File: src/rtl/alu_pkg.sv
// Shared definitions for the arithmetic ALU and the logic that feeds it.
// Opcode encodings, the data width and the response record all live here.
package alu_pkg;

    localparam int ALU_DATA_W = 16;

    localparam logic [3:0] ALU_OP_NOP = 4'b0000;
    localparam logic [3:0] ALU_OP_ADD = 4'b0100;
    localparam logic [3:0] ALU_OP_SUB = 4'b0101;

    typedef struct packed {
        logic [ALU_DATA_W-1:0] data;
        logic                  carry;
        logic                  overflow;
        logic                  sign;
        logic                  illegal;
    } alu_rsp_t;

    function automatic logic is_arith_op(input logic [3:0] opcode);
        return (opcode == ALU_OP_ADD) || (opcode == ALU_OP_SUB);
    endfunction

endpackage

File: src/rtl/rr_arbiter.sv
// Round-robin arbiter: the pointer marks the highest-priority requester and
// moves one past each winner, so a waiting requester sees at most NUM_REQ-1 grants first.
module rr_arbiter #(
    parameter int NUM_REQ = 4,
    parameter int ID_W    = $clog2(NUM_REQ)
) (
    input  logic [NUM_REQ-1:0] req,
    input  logic               enable,
    input  logic               clk,
    input  logic               rst_n,
    output logic [NUM_REQ-1:0] grant,
    output logic [ID_W-1:0]    grant_idx
);

    localparam logic [ID_W:0] NUM_REQ_W = (ID_W+1)'(NUM_REQ);

    logic [ID_W-1:0] ptr;
    logic [ID_W:0]   sum;
    logic [ID_W-1:0] idx;
    logic            found;

    // NOTE: every signal written here gets a default first, so no path leaves a latch.
    always_comb begin
        grant     = '0;
        grant_idx = '0;
        found     = 1'b0;
        sum       = '0;
        idx       = '0;
        for (int k = 0; k < NUM_REQ; k++) begin
            sum = {1'b0, ptr} + (ID_W+1)'(k);
            if (sum >= NUM_REQ_W) begin
                sum = sum - NUM_REQ_W;
            end
            idx = sum[ID_W-1:0];
            if (enable && !found && req[idx]) begin
                grant[idx] = 1'b1;
                grant_idx  = idx;
                found      = 1'b1;
            end
        end
    end

    // NOTE: state uses non-blocking assignments so every flop samples pre-edge values.
    always_ff @(posedge clk or negedge rst_n) begin
        if (!rst_n) begin
            ptr <= '0;
        end else if (|grant) begin
            if (grant_idx == ID_W'(NUM_REQ - 1)) begin
                ptr <= '0;
            end else begin
                ptr <= grant_idx + 1'b1;
            end
        end
    end

endmodule

File: src/rtl/alu_arith_arbiter.sv
// Shares one combinational add/sub ALU among NUM_REQ requesters and holds
// the result in a single response register tagged with the requester id.
module alu_arith_arbiter
    import alu_pkg::*;
#(
    parameter int NUM_REQ = 4,
    parameter int ID_W    = $clog2(NUM_REQ),
    parameter int DATA_W  = ALU_DATA_W
) (
    input  logic                      clk,
    input  logic                      rst_n,
    input  logic [NUM_REQ-1:0]        req_valid,
    output logic [NUM_REQ-1:0]        req_ready,
    input  logic [4*NUM_REQ-1:0]      req_opcode,
    input  logic [DATA_W*NUM_REQ-1:0] req_a,
    input  logic [DATA_W*NUM_REQ-1:0] req_b,
    output logic [3:0]                alu_opcode,
    output logic [DATA_W-1:0]         alu_a,
    output logic [DATA_W-1:0]         alu_b,
    input  logic [DATA_W-1:0]         alu_out,
    input  logic                      alu_carry,
    input  logic                      alu_overflow,
    input  logic                      alu_sign,
    output logic                      rsp_valid,
    input  logic                      rsp_ready,
    output logic [ID_W-1:0]           rsp_id,
    output logic [DATA_W-1:0]         rsp_data,
    output logic                      rsp_carry,
    output logic                      rsp_overflow,
    output logic                      rsp_sign,
    output logic                      rsp_illegal
);

    logic [NUM_REQ-1:0] grant;
    logic [ID_W-1:0]    grant_idx;
    logic               grant_valid;
    logic               can_accept;
    alu_rsp_t           rsp_q;

    // A draining response frees the register in the same cycle, hence rsp_ready reaches req_ready.
    assign can_accept  = !rsp_valid || rsp_ready;
    assign grant_valid = |grant;
    assign req_ready   = grant;

    rr_arbiter #(
        .NUM_REQ (NUM_REQ),
        .ID_W    (ID_W)
    ) u_arb (
        .req       (req_valid),
        .enable    (can_accept),
        .clk       (clk),
        .rst_n     (rst_n),
        .grant     (grant),
        .grant_idx (grant_idx)
    );

    always_comb begin
        alu_opcode = ALU_OP_NOP;
        alu_a      = '0;
        alu_b      = '0;
        for (int i = 0; i < NUM_REQ; i++) begin
            if (grant[i]) begin
                alu_opcode = req_opcode[4*i +: 4];
                alu_a      = req_a[DATA_W*i +: DATA_W];
                alu_b      = req_b[DATA_W*i +: DATA_W];
            end
        end
    end

    // Illegal opcodes are still answered; the ALU returns zeros for them.
    always_ff @(posedge clk or negedge rst_n) begin
        if (!rst_n) begin
            rsp_valid <= 1'b0;
            rsp_id    <= '0;
            rsp_q     <= '0;
        end else if (grant_valid) begin
            rsp_valid      <= 1'b1;
            rsp_id         <= grant_idx;
            rsp_q.data     <= alu_out;
            rsp_q.carry    <= alu_carry;
            rsp_q.overflow <= alu_overflow;
            rsp_q.sign     <= alu_sign;
            rsp_q.illegal  <= !is_arith_op(alu_opcode);
        end else if (rsp_ready) begin
            rsp_valid <= 1'b0;
        end
    end

    assign rsp_data     = rsp_q.data;
    assign rsp_carry    = rsp_q.carry;
    assign rsp_overflow = rsp_q.overflow;
    assign rsp_sign     = rsp_q.sign;
    assign rsp_illegal  = rsp_q.illegal;

endmodule

File: config.mk
export PLATFORM = sky130hd
export DESIGN_NAME = alu_arith_arbiter
export DESIGN_NICKNAME = d
export VERILOG_FILES = /design/src/rtl/alu_pkg.sv /design/src/rtl/rr_arbiter.sv /design/src/rtl/alu_arith_arbiter.sv
export SDC_FILE = /design/constraint.sdc
export NUM_CORES = 1
export LEC_CHECK = 0
export BUFFER_PORTS_ARGS = -buffer_cell sky130_fd_sc_hd__clkbuf_2
export CORE_MARGIN = 2
export CORE_UTILIZATION = 25
export DETAILED_ROUTE_END_ITERATION = 10
export PLACE_DENSITY = 0.61
export SLEW_MARGIN = 10
export SYNTH_ARGS = -nofsm -noshare
export SYNTH_HDL_FRONTEND = slang
export SYNTH_SLANG_ARGS = --single-unit
File: constraint.sdc
create_clock -name clk -period 4.07 [get_ports clk]
set_clock_uncertainty 0.2 [all_clocks]
set_input_delay 0.814 -clock clk [delete_from_list [all_inputs] [get_ports clk]]
set_output_delay 0.814 -clock clk [all_outputs]
set_load 0.05 [all_outputs]
Word-level counts from Yosys, hierarchy flattened

Index checks and enable logic that the tools add are counted.
W data, S select, Z words.

Bitwise operators: 3
$lt $le $gt $ge: 12
Equal/unequal tests: 3
Muxes and demuxes: 46
Reductions and logical operators: 20
Add/sub/neg operators: 8

Operators with widths:

| kind                  | count |
|---|---|
| $mux W16              | 8 |
| $mux W4               | 8 |
| $mux W2               | 9 |
| $mux W1               | 13 |
| $lt A2 B3 Y1 const B  | 4 |
| $or A4 B4 Y4          | 3 |
| $logic_and A1 B1 Y1   | 11 |
| $ge A3 B3 Y1 const B  | 3 |
| $bmux W1 S2           | 4 |
| $demux W1 S2          | 4 |
| $eq A4 B3 Y1 const B  | 2 |
| $ge A2 B1 Y1 const B  | 4 |
| $sub A2 B1 Y2 const B | 4 |
| $add A2 B2 Y3 const B | 2 |
| $logic_not A1 Y1      | 5 |
| $reduce_or A4 Y1      | 1 |
| $add A2 B1 Y3 const B | 1 |
| $ge A2 B3 Y1 const B  | 1 |
| $add A2 B1 Y2 const B | 1 |
| $eq A2 B2 Y1 const B  | 1 |
| $logic_or A1 B1 Y1    | 2 |
| $reduce_bool A2 Y1    | 1 |

Bits in registers: 25
Word-level logic and storage cells: 100
Output and inout bits: 63
Input bits: 170

Depth between registers and ports, before layout

Gate-level depths: netlist of the first run.

Word-level depth: 25
Gate-level depth with buffers: 13
Depth with buffers taken out: 12

By module

A second synthesis of the first run with hierarchy kept.

Cells, all modules: 295
Area total of the unflattened synthesis: 2620.0 um^2

Modules (own cells, without submodules):

| module            | area an instance (um^2) | instances | cells each |
|---|---|---|---|
| alu_arith_arbiter | 2003.2                  | 1         | 225 |
| rr_arbiter        | 616.8                   | 1         | 70 |

Worst setup path before layout of the first run

No wires, ideal clock.

Path type: register to output
Start: reg u_arb.ptr[0]
End: out alu_a[10]
Path buffers: 3
Path slack: -1374 ps
Data arrival time: 4430 ps
Cell stages (with the launch flop): 14
Data required time: 3056 ps
Cells stage by stage: dfrtp_1 buf_2 inv_2 ha_1 mux4_2 nand2b_1 a21oi_1 a221o_1 or2_1 nor2b_1 clkbuf_1 buf_2 a221oi_1 o31ai_1

Longest elaborated chain between the ends: 22
Elaborated cells on any way between the ends: 67
Those cells by class: add/sub: 7; order compare: 12; mux: 31; bitwise: 3; reduce/logical: 14

RTL lines:

| what                                                   | line                    | text |
|---|---|---|
| from (decl)                                            | rr_arbiter.sv:17        | `logic [ID_W-1:0] ptr;` |
| from (signal assigned)                                 | rr_arbiter.sv:51        | `ptr <= grant_idx + 1'b1;` |
| branches (longest 17 deep; another with $add A2 B1 Y3) | n/a                     |  |
| $mux W4 *                                              | rr_arbiter.sv:35        | `if (enable && !found && req[idx]) begin` |
| via req_ready[0]                                       | alu_arith_arbiter.sv:13 | `output logic [NUM_REQ-1:0] req_ready,` |
| $mux W16 * (4 in series)                               | alu_arith_arbiter.sv:62 | `if (grant[i]) begin` |
| to (decl)                                              | alu_arith_arbiter.sv:18 | `output logic [DATA_W-1:0] alu_a,` |

Mark *: on every way through the listed nets, which the timed path passes. The select of a mux whose other input is x is not followed.

Worst setup path after layout of the first run

Start: in req_valid[2]
End: out alu_a[0]

Longest elaborated chain between the ends: 20
Elaborated cells on any way between the ends: 32
Those cells by class: mux: 19; bitwise: 3; reduce/logical: 10

RTL lines:

| what                              | line                    | text |
|---|---|---|
| from (decl)                       | alu_arith_arbiter.sv:12 | `input logic [NUM_REQ-1:0] req_valid,` |
| $bmux W1 S2                       | rr_arbiter.sv:35        |  |
| $mux W1 (implied by the code)     | rr_arbiter.sv:35        |  |
| $logic_and A1 B1 Y1               | rr_arbiter.sv:35        |  |
| $mux W1                           | rr_arbiter.sv:35        |  |
| $logic_not A1 Y1                  | rr_arbiter.sv:35        |  |
| $logic_and A1 B1 Y1 (2 in series) | rr_arbiter.sv:35        |  |
| $mux W1                           | rr_arbiter.sv:35        |  |
| $logic_not A1 Y1                  | rr_arbiter.sv:35        |  |
| $logic_and A1 B1 Y1 (2 in series) | rr_arbiter.sv:35        |  |
| $mux W1                           | rr_arbiter.sv:35        |  |
| $logic_not A1 Y1                  | rr_arbiter.sv:35        |  |
| $logic_and A1 B1 Y1 (2 in series) | rr_arbiter.sv:35        |  |
| $mux W4 *                         | rr_arbiter.sv:35        |  |
| $mux W16 (3 in series)            | alu_arith_arbiter.sv:62 |  |
| $mux W16 *                        | alu_arith_arbiter.sv:62 |  |

Mark *: on every way between the ends. The rest lies on a longest branch, timed or not. The select of a mux whose other input is x is not followed.

==> results.sh, run 1 <==
export IMPL_setup_tns_ns=-2.50
export IMPL_dr_pass1_iters=4
export IMPL_post_route_period_util_pct=103
export IMPL_violations="setup timing"
export IMPL_hold_path_class="reg2reg"
export IMPL_insertedDiodeCount=0
export IMPL_antenna_found_initial=0
export IMPL_drt_iter0_markers=63
export IMPL_clkLatencyLatePin_ns=0.27
export IMPL_io_buffers=232
export IMPL_drc=0
export IMPL_fin_util_pct=61.6
export IMPL_syn_area_mm2=0.00246
export IMPL_r2r_end="rsp_data[1]"
export IMPL_outcome="finished, violations left"
export IMPL_grt_pass1_vias=3422
export IMPL_ys_warn_count=0
export IMPL_synthTopCellsByArea="dfrtp_1 (25%), a221oi_1 (12%), o31ai_1 (10%), nand2_1 (6.7%), nor2_1 (5.8%)"
export IMPL_multi_input_area_mm2=0.00279
export IMPL_maxCapViolations=0
export IMPL_relSlewSlack_pct=60.1
export IMPL_area_growth_pct=142
export IMPL_wl_per_cell_um=17.3
export IMPL_clk_path_buf_depth=2
export IMPL_core_area_mm2=0.00968
export IMPL_grt_max_degree=28
export IMPL_yosysTopAreaCellShare_pct=25.4
export IMPL_synth_avg_cell_area_um2=8.33
export IMPL_die_area_mm2=0.0107
export IMPL_start_util_pct=25.5
export IMPL_cts_buffers=3
export IMPL_finalCriticalPeriod_ns=4.21
export IMPL_holdWs_ns=0.289
export IMPL_cts_tree="built"
export IMPL_layout_drive_gt1_share_pct=72.6
export IMPL_seq_area_um2=627
export IMPL_synth_seq_cells=25
export IMPL_mostFrequentLayoutCells="clkbuf_2 (192), nand2_1 (42), buf_4 (40), nor2_1 (33), o31ai_4 (33)"
export IMPL_worst_slack_ns=-0.142
export IMPL_clock_fmax_mhz=237
export IMPL_rsz0062_at_grt="true"
export IMPL_ys_types=46
export IMPL_critPathLaunchType="input pin"
export IMPL_nNetsFinal=751
export IMPL_synth_nets=473
export IMPL_grtUsageMet1_pct=21.8
export IMPL_r2r_start="u_arb.ptr[0]"
export IMPL_die_h_um=103
export IMPL_yosys_area_top_type="dfrtp_1"
export IMPL_worst_slew_pin_slew_ns=0.598
export IMPL_gr_usage_met3_pct=3.23
export IMPL_syn_inst=296
export IMPL_crit_fanout=8
export IMPL_holdPathStages=1
export IMPL_grt_pass1_wl_mm=16.7
export IMPL_grt_overflow=0
export IMPL_track_usage_pct=19.9
export IMPL_seq_area_frac_synth_pct=25.4
export IMPL_synth_enable_flop_cells=0
export IMPL_ys_flop_type="dfrtp_1"
export IMPL_cts_sinks=25
export IMPL_hold_end="rsp_data[11]"
export IMPL_crit_path_end_kind="output pin"
export IMPL_htreeDepth=1
export IMPL_postRouteWirelength_mm=12.2
export IMPL_met2_usage_pct=38.9
export IMPL_path_class="in2out"
export IMPL_vias=3536
export IMPL_r2r_slack_ns=0.51
export IMPL_fill_cells=781
export IMPL_gr_max_usage_layer="met2"
export IMPL_globalplace_congestion=0.814
export IMPL_cts_root_buf="clkbuf_8"
export IMPL_via_per_inst=5.01
export IMPL_async_flop_share_pct=100
export IMPL_final_max_slew_viol_count=0
export IMPL_cp_data_required_time_ns=3.06
export IMPL_final_common_cell="clkbuf_2"
export IMPL_ant_nets=0
export IMPL_clk_pin_slew_ns=0.08
export IMPL_die_x_um=103
export IMPL_rows=36
export IMPL_hpwl_mm=8.78
export IMPL_hold_start="rsp_data[11]"
export IMPL_pin_count=233
export IMPL_r2r_cells=10
export IMPL_crit_arrival_ns=3.20
export IMPL_hold_viol=0
export IMPL_setup_viol=34
==> critical path, cell delays in order <==
cell and delay (ns):
clkbuf_8 0.12, mux4_2 0.48, a21boi_4 0.17, a221o_1 0.34, or2_4 0.24, nor2b_4 0.14
buf_12 0.15, buf_12 0.14, a221oi_2 0.30, o31ai_4 0.08, clkbuf_4 0.22
==> synth_stat cells (all sizes together), types with 3 or more instances <==
cell / n
nand2: 44
nor2: 38
a221oi: 35
o31ai: 34
dfrtp: 25
mux2: 21
clkbuf: 19
buf: 9
o21ai: 9
ha: 7
inv: 6
a21oi: 5
or2: 5
mux2i: 4
a31oi: 3
nand2b: 3
==> per-layer routing <==
layer | share of wire [%] | wire, um | vias to the layer above
li1 | - | - | 1701
met1 | 37 | 4480 | 1683
met2 | 55 | 6770 | 136
met3 | 6.3 | 774 | 16
met4 | 1.7 | 209 | 0
met5 | 0 | 0 | -
==> cells by family after synthesis <==
family | after synthesis | synth area share [%]
fa+ha+maj | 7 | 3.55
simple gates | 101 | 17.6
buf+inv | 34 | 6.34
mux | 27 | 14.4
compound gates | 102 | 32.7
flops | 25 | 25.4
==> flip-flops by register name, indices dropped and copies added (netlist names) <==
register,flops
rsp_id,2
u_arb.ptr,2
rsp_overflow,1
rsp_data,16
rsp_illegal,1
rsp_sign,1
rsp_valid,1
rsp_carry,1
==> worst max-delay path by stage <==
stage	startpoint	end	slack, ns	cells after the start
floorplan	req_valid[1]	alu_a[10]	-0.11	9
global placement	req_valid[3]	alu_a[1]	-0.23	10
detailed placement	req_valid[3]	alu_a[1]	-0.23	10
CTS	req_valid[1]	alu_b[3]	-0.17	12
global route	u_arb.ptr[0]	alu_a[0]	-0.23	12
finish	req_valid[2]	alu_a[0]	-0.14	11
==> metrics by stage <==
stage	std cells	setup slack [ns]	area, um^2
after detailed placement	673	-0.233	4800
after CTS	701	-0.171	5690
after global routing	706	-0.226	5970
final	706	-0.142	5970
after global placement	673	-0.234	4800
after floorplan	296	-0.111	3250
==> area by class of cell <==
type,instances,share of cell area [%]
timing repair buffer,299,38.7
sequential,25,10.5
tap,133,2.79
inverter,6,0.461
multi-input combinational,239,46.8
clock inverter,1,0.0839
clock buffer,3,0.692
==> what timing repair did <==
item / in CTS / in global routing
hold buffers: 0 / 0
setup buffers: 17 / 8
gates resized for setup: 99 / 74
pin swaps: 13 / 11
endpoints found under the setup margin: 36 / 36
gates cloned: 8 / 2
Power of run 1 is left out: the tool's default activity adds up to more than one toggle a clock period on the data nets, which glitch-free logic cannot reach.
==> run 2, diff against run 1 <==
--- a/config.mk
+++ b/config.mk
@@ -5,11 +5,11 @@
 export SDC_FILE = /design/constraint.sdc
 export NUM_CORES = 1
 export LEC_CHECK = 0
-export BUFFER_PORTS_ARGS = -buffer_cell sky130_fd_sc_hd__clkbuf_2
 export CORE_MARGIN = 2
 export CORE_UTILIZATION = 25
 export DETAILED_ROUTE_END_ITERATION = 10
-export PLACE_DENSITY = 0.61
+export DONT_BUFFER_PORTS = 1
+export PLACE_DENSITY_LB_ADDON = 0.05
 export SLEW_MARGIN = 10
 export SYNTH_ARGS = -nofsm -noshare
 export SYNTH_HDL_FRONTEND = slang
==> run 2 against run 1 <==
  * The run still ends with setup timing left
  * Clock-buffer cell count stayed put
  * Setup slack worse by 0.030 ns
  * Final cell count is 28% lower
  * Wire length is 12% lower
  * Sequential cell count stayed put
  * Die area stayed put
  * Critical endpoint is now alu_opcode[3]
  * Highest routed layer unchanged
==> results.sh, run 2 (synthesis results as in run 1) <==
export IMPL_area_growth_pct=101
export IMPL_via_per_inst=5.37
export IMPL_insertedDiodeCount=0
export IMPL_globalplace_congestion=0.807
export IMPL_antenna_found_initial=0
export IMPL_largest_register_ffs=16
export IMPL_fill_cells=839
export IMPL_die_x_um=103
export IMPL_cp_data_required_time_ns=3.06
export IMPL_postRouteWirelength_mm=10.7
export IMPL_ant_nets=0
export IMPL_clkLatencyLatePin_ns=0.26
export IMPL_wl_per_cell_um=21.0
export IMPL_pin_count=233
export IMPL_mostFrequentLayoutCells="buf_12 (50), buf_4 (44), nand2_1 (42), nor2_1 (38), o31ai_4 (33)"
export IMPL_clk_path_buf_depth=2
export IMPL_finalCriticalPeriod_ns=4.24
export IMPL_endpoint="alu_opcode[3]"
export IMPL_critPathLaunchType="flop"
export IMPL_grt_pass1_wl_mm=14.7
export IMPL_grt_overflow=0
export IMPL_outcome="finished, violations left"
export IMPL_crit_start="u_arb.ptr[0]"
export IMPL_start_util_pct=25.5
export IMPL_grt_pass1_vias=2660
export IMPL_clk_pin_slew_ns=0.09
export IMPL_r2r_slack_ns=0.42
export IMPL_htreeDepth=1
export IMPL_die_area_mm2=0.0107
export IMPL_io_buffers=0
export IMPL_hold_path_class="in2async"
export IMPL_holdWs_ns=0.0253
export IMPL_hold_viol=0
export IMPL_relSlewSlack_pct=64.3
export IMPL_cts_buffers=3
export IMPL_final_max_slew_viol_count=0
export IMPL_path_class="reg2out"
export IMPL_rsz0062_at_grt="true"
export IMPL_grt_max_degree=29
export IMPL_die_h_um=103
export IMPL_clock_fmax_mhz=236
export IMPL_dr_pass1_iters=4
export IMPL_r2r_cells=11
export IMPL_worst_slack_ns=-0.172
export IMPL_drt_iter0_markers=79
export IMPL_post_route_period_util_pct=104
export IMPL_cts_tree="built"
export IMPL_crit_arrival_ns=3.23
export IMPL_r2r_end="rsp_data[11]"
export IMPL_core_area_mm2=0.00968
export IMPL_maxCapViolations=0
export IMPL_multi_input_area_mm2=0.00259
export IMPL_nNetsFinal=554
export IMPL_violations="setup timing"
export IMPL_hold_buffers=0
export IMPL_hpwl_mm=7.83
export IMPL_cts_sinks=25
export IMPL_r2r_start="u_arb.ptr[0]"
export IMPL_vias=2733
export IMPL_worst_slew_pin_slew_ns=0.536
export IMPL_crit_path_end_kind="output pin"
export IMPL_layout_drive_gt1_share_pct=56.1
export IMPL_seq_area_um2=627
export IMPL_rows=36
export IMPL_track_usage_pct=17.7
export IMPL_drc=0
export IMPL_setup_viol=36
export IMPL_final_common_cell="buf_12"
export IMPL_crit_fanout=7
export IMPL_cts_root_buf="clkbuf_8"
## run 2: cell types whose count changed in the layout (fill, tap and decap cells not counted), moves of 4 or more
cell,delta
a221oi_4,-15
buf_6,-15
clkbuf_2,-192
nor2_1,+5
clkbuf_8,-4
buf_12,+35
clkbuf_4,-4
nor2_2,-5
buf_8,-18
a221oi_2,+15
buf_4,+4
## run 2: per-stage QoR
step	std cells	setup TNS [ns]	setup slack, ns	area (um^2)	utilization (%)
6_report	509	-2.82	-0.172	4950	51.1
2_1_floorplan	296	-2.06	-0.111	3250	-
3_5_place_dp	478	-17.74	-0.667	4360	45.0
4_1_cts	500	-3.34	-0.127	4750	49.1
3_3_place_gp	478	-18.51	-0.686	4360	45.0
5_1_grt	509	-6.91	-0.280	4950	51.1
## run 2: worst max-delay path, stage by stage (launching register included)
cell,delay (ns)
dfrtp_2,0.44
inv_4,0.07
ha_4,0.21
nor4bb_1,0.45
a31oi_2,0.13
a221oi_4,0.31
buf_6,0.16
nand2_1,0.09
nand2_4,0.11
buf_4,0.17
buf_12,0.18
a21oi_1,0.08
a211o_1,0.33
nand2_2,0.09
buf_12,0.14
## run 2: how the worst min path moves through the flow
stage	from	end	slack (ns)	cells past startpoint
after floorplan	rst_n	rsp_carry	0.32	0
after global placement	rst_n	rsp_data[6]	0.32	0
after detailed placement	rst_n	rsp_data[6]	0.32	0
after CTS	rst_n	rsp_data[6]	0.02	0
after global routing	rst_n	rsp_data[6]	0.006	0
final	rst_n	rsp_data[6]	0.03	0
## run 2: layout make-up
| type | count | area share, % |
|---|---|---|
| multi-input cells | 238 | 52.2 |
| repair buffers | 103 | 30.2 |
| flip-flops and latches | 25 | 12.7 |
| well taps | 133 | 3.36 |
| clock buffers | 3 | 0.834 |
| inverters | 6 | 0.506 |
| clock inverters | 1 | 0.152 |
## run 2: per-layer routing
layer  wire length [um]  track usage, %  share of wire [%]
met1               3850            21.1                 36
met2               5810            32.9                 54
met3                919            3.70                8.6
met4                122            3.14                1.1
met5                  0               0                  0
## run 2: timing repair
action,4_1_cts,5_1_grt
setup endpoints to repair,36,36
buffers inserted,15,7
gates resized for setup,21,15
gates cloned,3,2
pin swaps,7,12
Power of run 2 is left out for the same reason.
==> run 3, diff against run 2 <==
--- a/config.mk
+++ b/config.mk
@@ -5,6 +5,8 @@
 export SDC_FILE = /design/constraint.sdc
 export NUM_CORES = 1
 export LEC_CHECK = 0
+export ABC_AREA = 1
+export CAP_MARGIN = 20
 export CORE_MARGIN = 2
 export CORE_UTILIZATION = 25
 export DETAILED_ROUTE_END_ITERATION = 10
==> run 3 against run 2 <==
  * The run now ends clean
  * Register-to-register slack better by 0.67 ns
  * Clock-buffer cell count did not move
  * Critical path depth is 1 higher
  * Global-route usage shrank 1.1 points
  * Die area rose by 11%
  * Core utilization is 17 points lower
  * Maximum frequency grew 11%
  * Hold slack better by 0.0018 ns
  * Final cell count rose by 19%
  * Wire length rose by 0.30%
  * Critical endpoint is now alu_a[15]
  * Largest cell class unchanged
  * Highest routed layer unchanged
==> results.sh, run 3 <==
export IMPL_path_cells="inv_2 -> ha_1 -> inv_1 -> nand3_2 -> nand2_2 -> inv_2 -> nor2_8 -> nand2_1 -> inv_2 -> nand2_1 -> nand2_2 -> buf_4 -> a21oi_1 -> a21oi_2 -> buf_4"
export IMPL_critPathBufInv=6
export IMPL_htreeDepth=1
export IMPL_hpwl_mm=8.52
export IMPL_post_route_period_util_pct=93.7
export IMPL_area_growth_pct=35.2
export IMPL_synth_avg_cell_area_um2=6.29
export IMPL_path_class="reg2out"
export IMPL_final_common_cell="nand2_1"
export IMPL_seq_area_frac_synth_pct=22.8
export IMPL_start_util_pct=25.5
export IMPL_grt_pass1_wl_mm=15.6
export IMPL_mostFrequentLayoutCells="nand2_1 (165), a21oi_1 (43), nor2_1 (38), buf_12 (33), a21oi_2 (31)"
export IMPL_wl_per_cell_um=17.8
export IMPL_relSlewSlack_pct=65.9
export IMPL_core_area_mm2=0.0108
export IMPL_critPathLaunchType="flop"
export IMPL_cts_sinks=25
export IMPL_hold_buffers=0
export IMPL_via_per_inst=5.01
export IMPL_worst_slew_pin_slew_ns=0.512
export IMPL_nNetsFinal=642
export IMPL_critPathMostFrequentCell="inv_2"
export IMPL_grt_overflow=0
export IMPL_setup_tns_ns=0
export IMPL_cts_root_buf="clkbuf_8"
export IMPL_crit_family="buffers and inverters"
export IMPL_async_flop_share_pct=100
export IMPL_hold_viol=0
export IMPL_crit_fanout=11
export IMPL_die_x_um=109
export IMPL_synth_enable_flop_cells=0
export IMPL_antenna_found_initial=0
export IMPL_grt_max_degree=41
export IMPL_fill_cells=1178
export IMPL_cp_data_required_time_ns=3.06
export IMPL_stdcell_count=604
export IMPL_yosys_area_top_type="dfrtp_1"
export IMPL_maxCapViolations=0
export IMPL_clock_fmax_mhz=262
export IMPL_synth_common_cells="nand2_1 (166), a21oi_1 (74), nor2_1 (38)"
export IMPL_drt_iter0_markers=178
export IMPL_ys_warn_count=0
export IMPL_pin_count=233
export IMPL_outcome="finished clean"
export IMPL_ant_nets=0
export IMPL_layout_drive_gt1_share_pct=27.8
export IMPL_syn_inst=437
export IMPL_syn_area_mm2=0.00275
export IMPL_crit_path_top_delay_cell="dfrtp_2"
export IMPL_die_h_um=109
export IMPL_synth_seq_cells=25
export IMPL_largest_register_ffs=16
export IMPL_io_buffers=0
export IMPL_crit_arrival_ns=2.80
export IMPL_cp_slowest_stage_delay_ns=0.39
export IMPL_rsz0062_at_grt="false"
export IMPL_ys_flop_type="dfrtp_1"
export IMPL_finalCriticalPeriod_ns=3.81
export IMPL_crit_path_end_kind="output pin"
export IMPL_clkLatencyLatePin_ns=0.27
export IMPL_clk_pin_slew_ns=0.09
export IMPL_yosysTopAreaCellShare_pct=22.8
export IMPL_fin_util_pct=34.4
export IMPL_drc=0
export IMPL_setup_viol=0
export IMPL_cts_buffers=3
export IMPL_clk_path_buf_depth=2
export IMPL_grt_pass1_vias=2975
export IMPL_cts_tree="built"
export IMPL_synth_nets=614
export IMPL_synth_most_common_cell="nand2_1"
export IMPL_rows=38
export IMPL_dr_pass1_iters=4
export IMPL_postRouteWirelength_mm=10.7
export IMPL_final_max_slew_viol_count=0
export IMPL_globalplace_congestion=0.834
export IMPL_insertedDiodeCount=0
export IMPL_die_area_mm2=0.0118
export IMPL_hold_path_class="in2async"
export IMPL_track_usage_pct=16.6
export IMPL_vias=3029
export IMPL_synthTopCellsByArea="dfrtp_1 (23%), nand2_1 (23%), a21oi_1 (13%), o211ai_1 (6.6%), nor2_1 (5.2%)"
export IMPL_dpl_cell_count=599
export IMPL_ys_types=33
[run 3: cell count changes in the layout (fill, tap and decap cells not counted), sizes merged, moves of 15 or more]
cell	change
o211ai	+34
nand2	+129
a21oi	+69
buf	-49
mux2	-21
nand3	+17
a221oi	-35
o31ai	-34
inv	+15
[run 3: stage by stage]
step	setup WS, ns	hold WS, ns	instance area (um^2)
2_1_floorplan	0.119	0.318	2860
3_3_place_gp	0.429	0.319	3650
3_5_place_dp	0.367	0.319	3650
4_1_cts	0.0434	0.0167	3700
5_1_grt	0.0282	0.00868	3710
6_report	0.257	0.0271	3710
[run 3: layer usage]
layer	routed length (um)	up-vias	track usage, %
li1	-	1499	-
met2	5330	157	30.1
met3	1120	12	4.66
met1	4090	1361	19.1
met4	199	0	4.03
met5	0	-	0
[run 3: worst paths after layout]
kind	from	to	slack [ns]	depth (start not counted)
max	u_arb.ptr[0]	alu_a[15]	0.26	15
min	rst_n	rsp_data[9]	0.03	0
max reg2reg	u_arb.ptr[0]	rsp_data[1]	1.09	16
min reg2reg	rsp_valid	rsp_valid	0.55	4
max in group asynchronous	rst_n	u_arb.ptr[0]	3.57	0
min in group clk	alu_out[2]	rsp_data[2]	0.46	2
[run 3: cell families (layout without fill, tap and decap cells)]
| logic type | after synthesis | count (layout) | synth area share [%] |
|---|---|---|---|
| and+or+nand+nor | 239 | 239 | 38.3 |
| AOI/OAI and AO/OA | 115 | 115 | 26.1 |
| buffers and inverters | 51 | 78 | 9.61 |
| DFF | 25 | 25 | 22.8 |
| adders and majority gates | 7 | 7 | 3.19 |
[run 3: area by class of cell]
cell class / instances / area (um^2) / share of cell area (%)
inverters: 22 / 82.6 / 2.22
flip-flops and latches: 25 / 627 / 16.9
clock buffers: 3 / 41.3 / 1.11
well taps: 140 / 175 / 4.72
repair buffers: 52 / 807 / 21.7
clock inverters: 1 / 5.00 / 0.135
multi-input cells: 361 / 1980 / 53.2
[run 3: timing repair]
item	in CTS	in global routing
setup buffers	0	1
resized for setup	0	3
setup endpoints to repair	0	24
Power of run 3 is left out for the same reason.
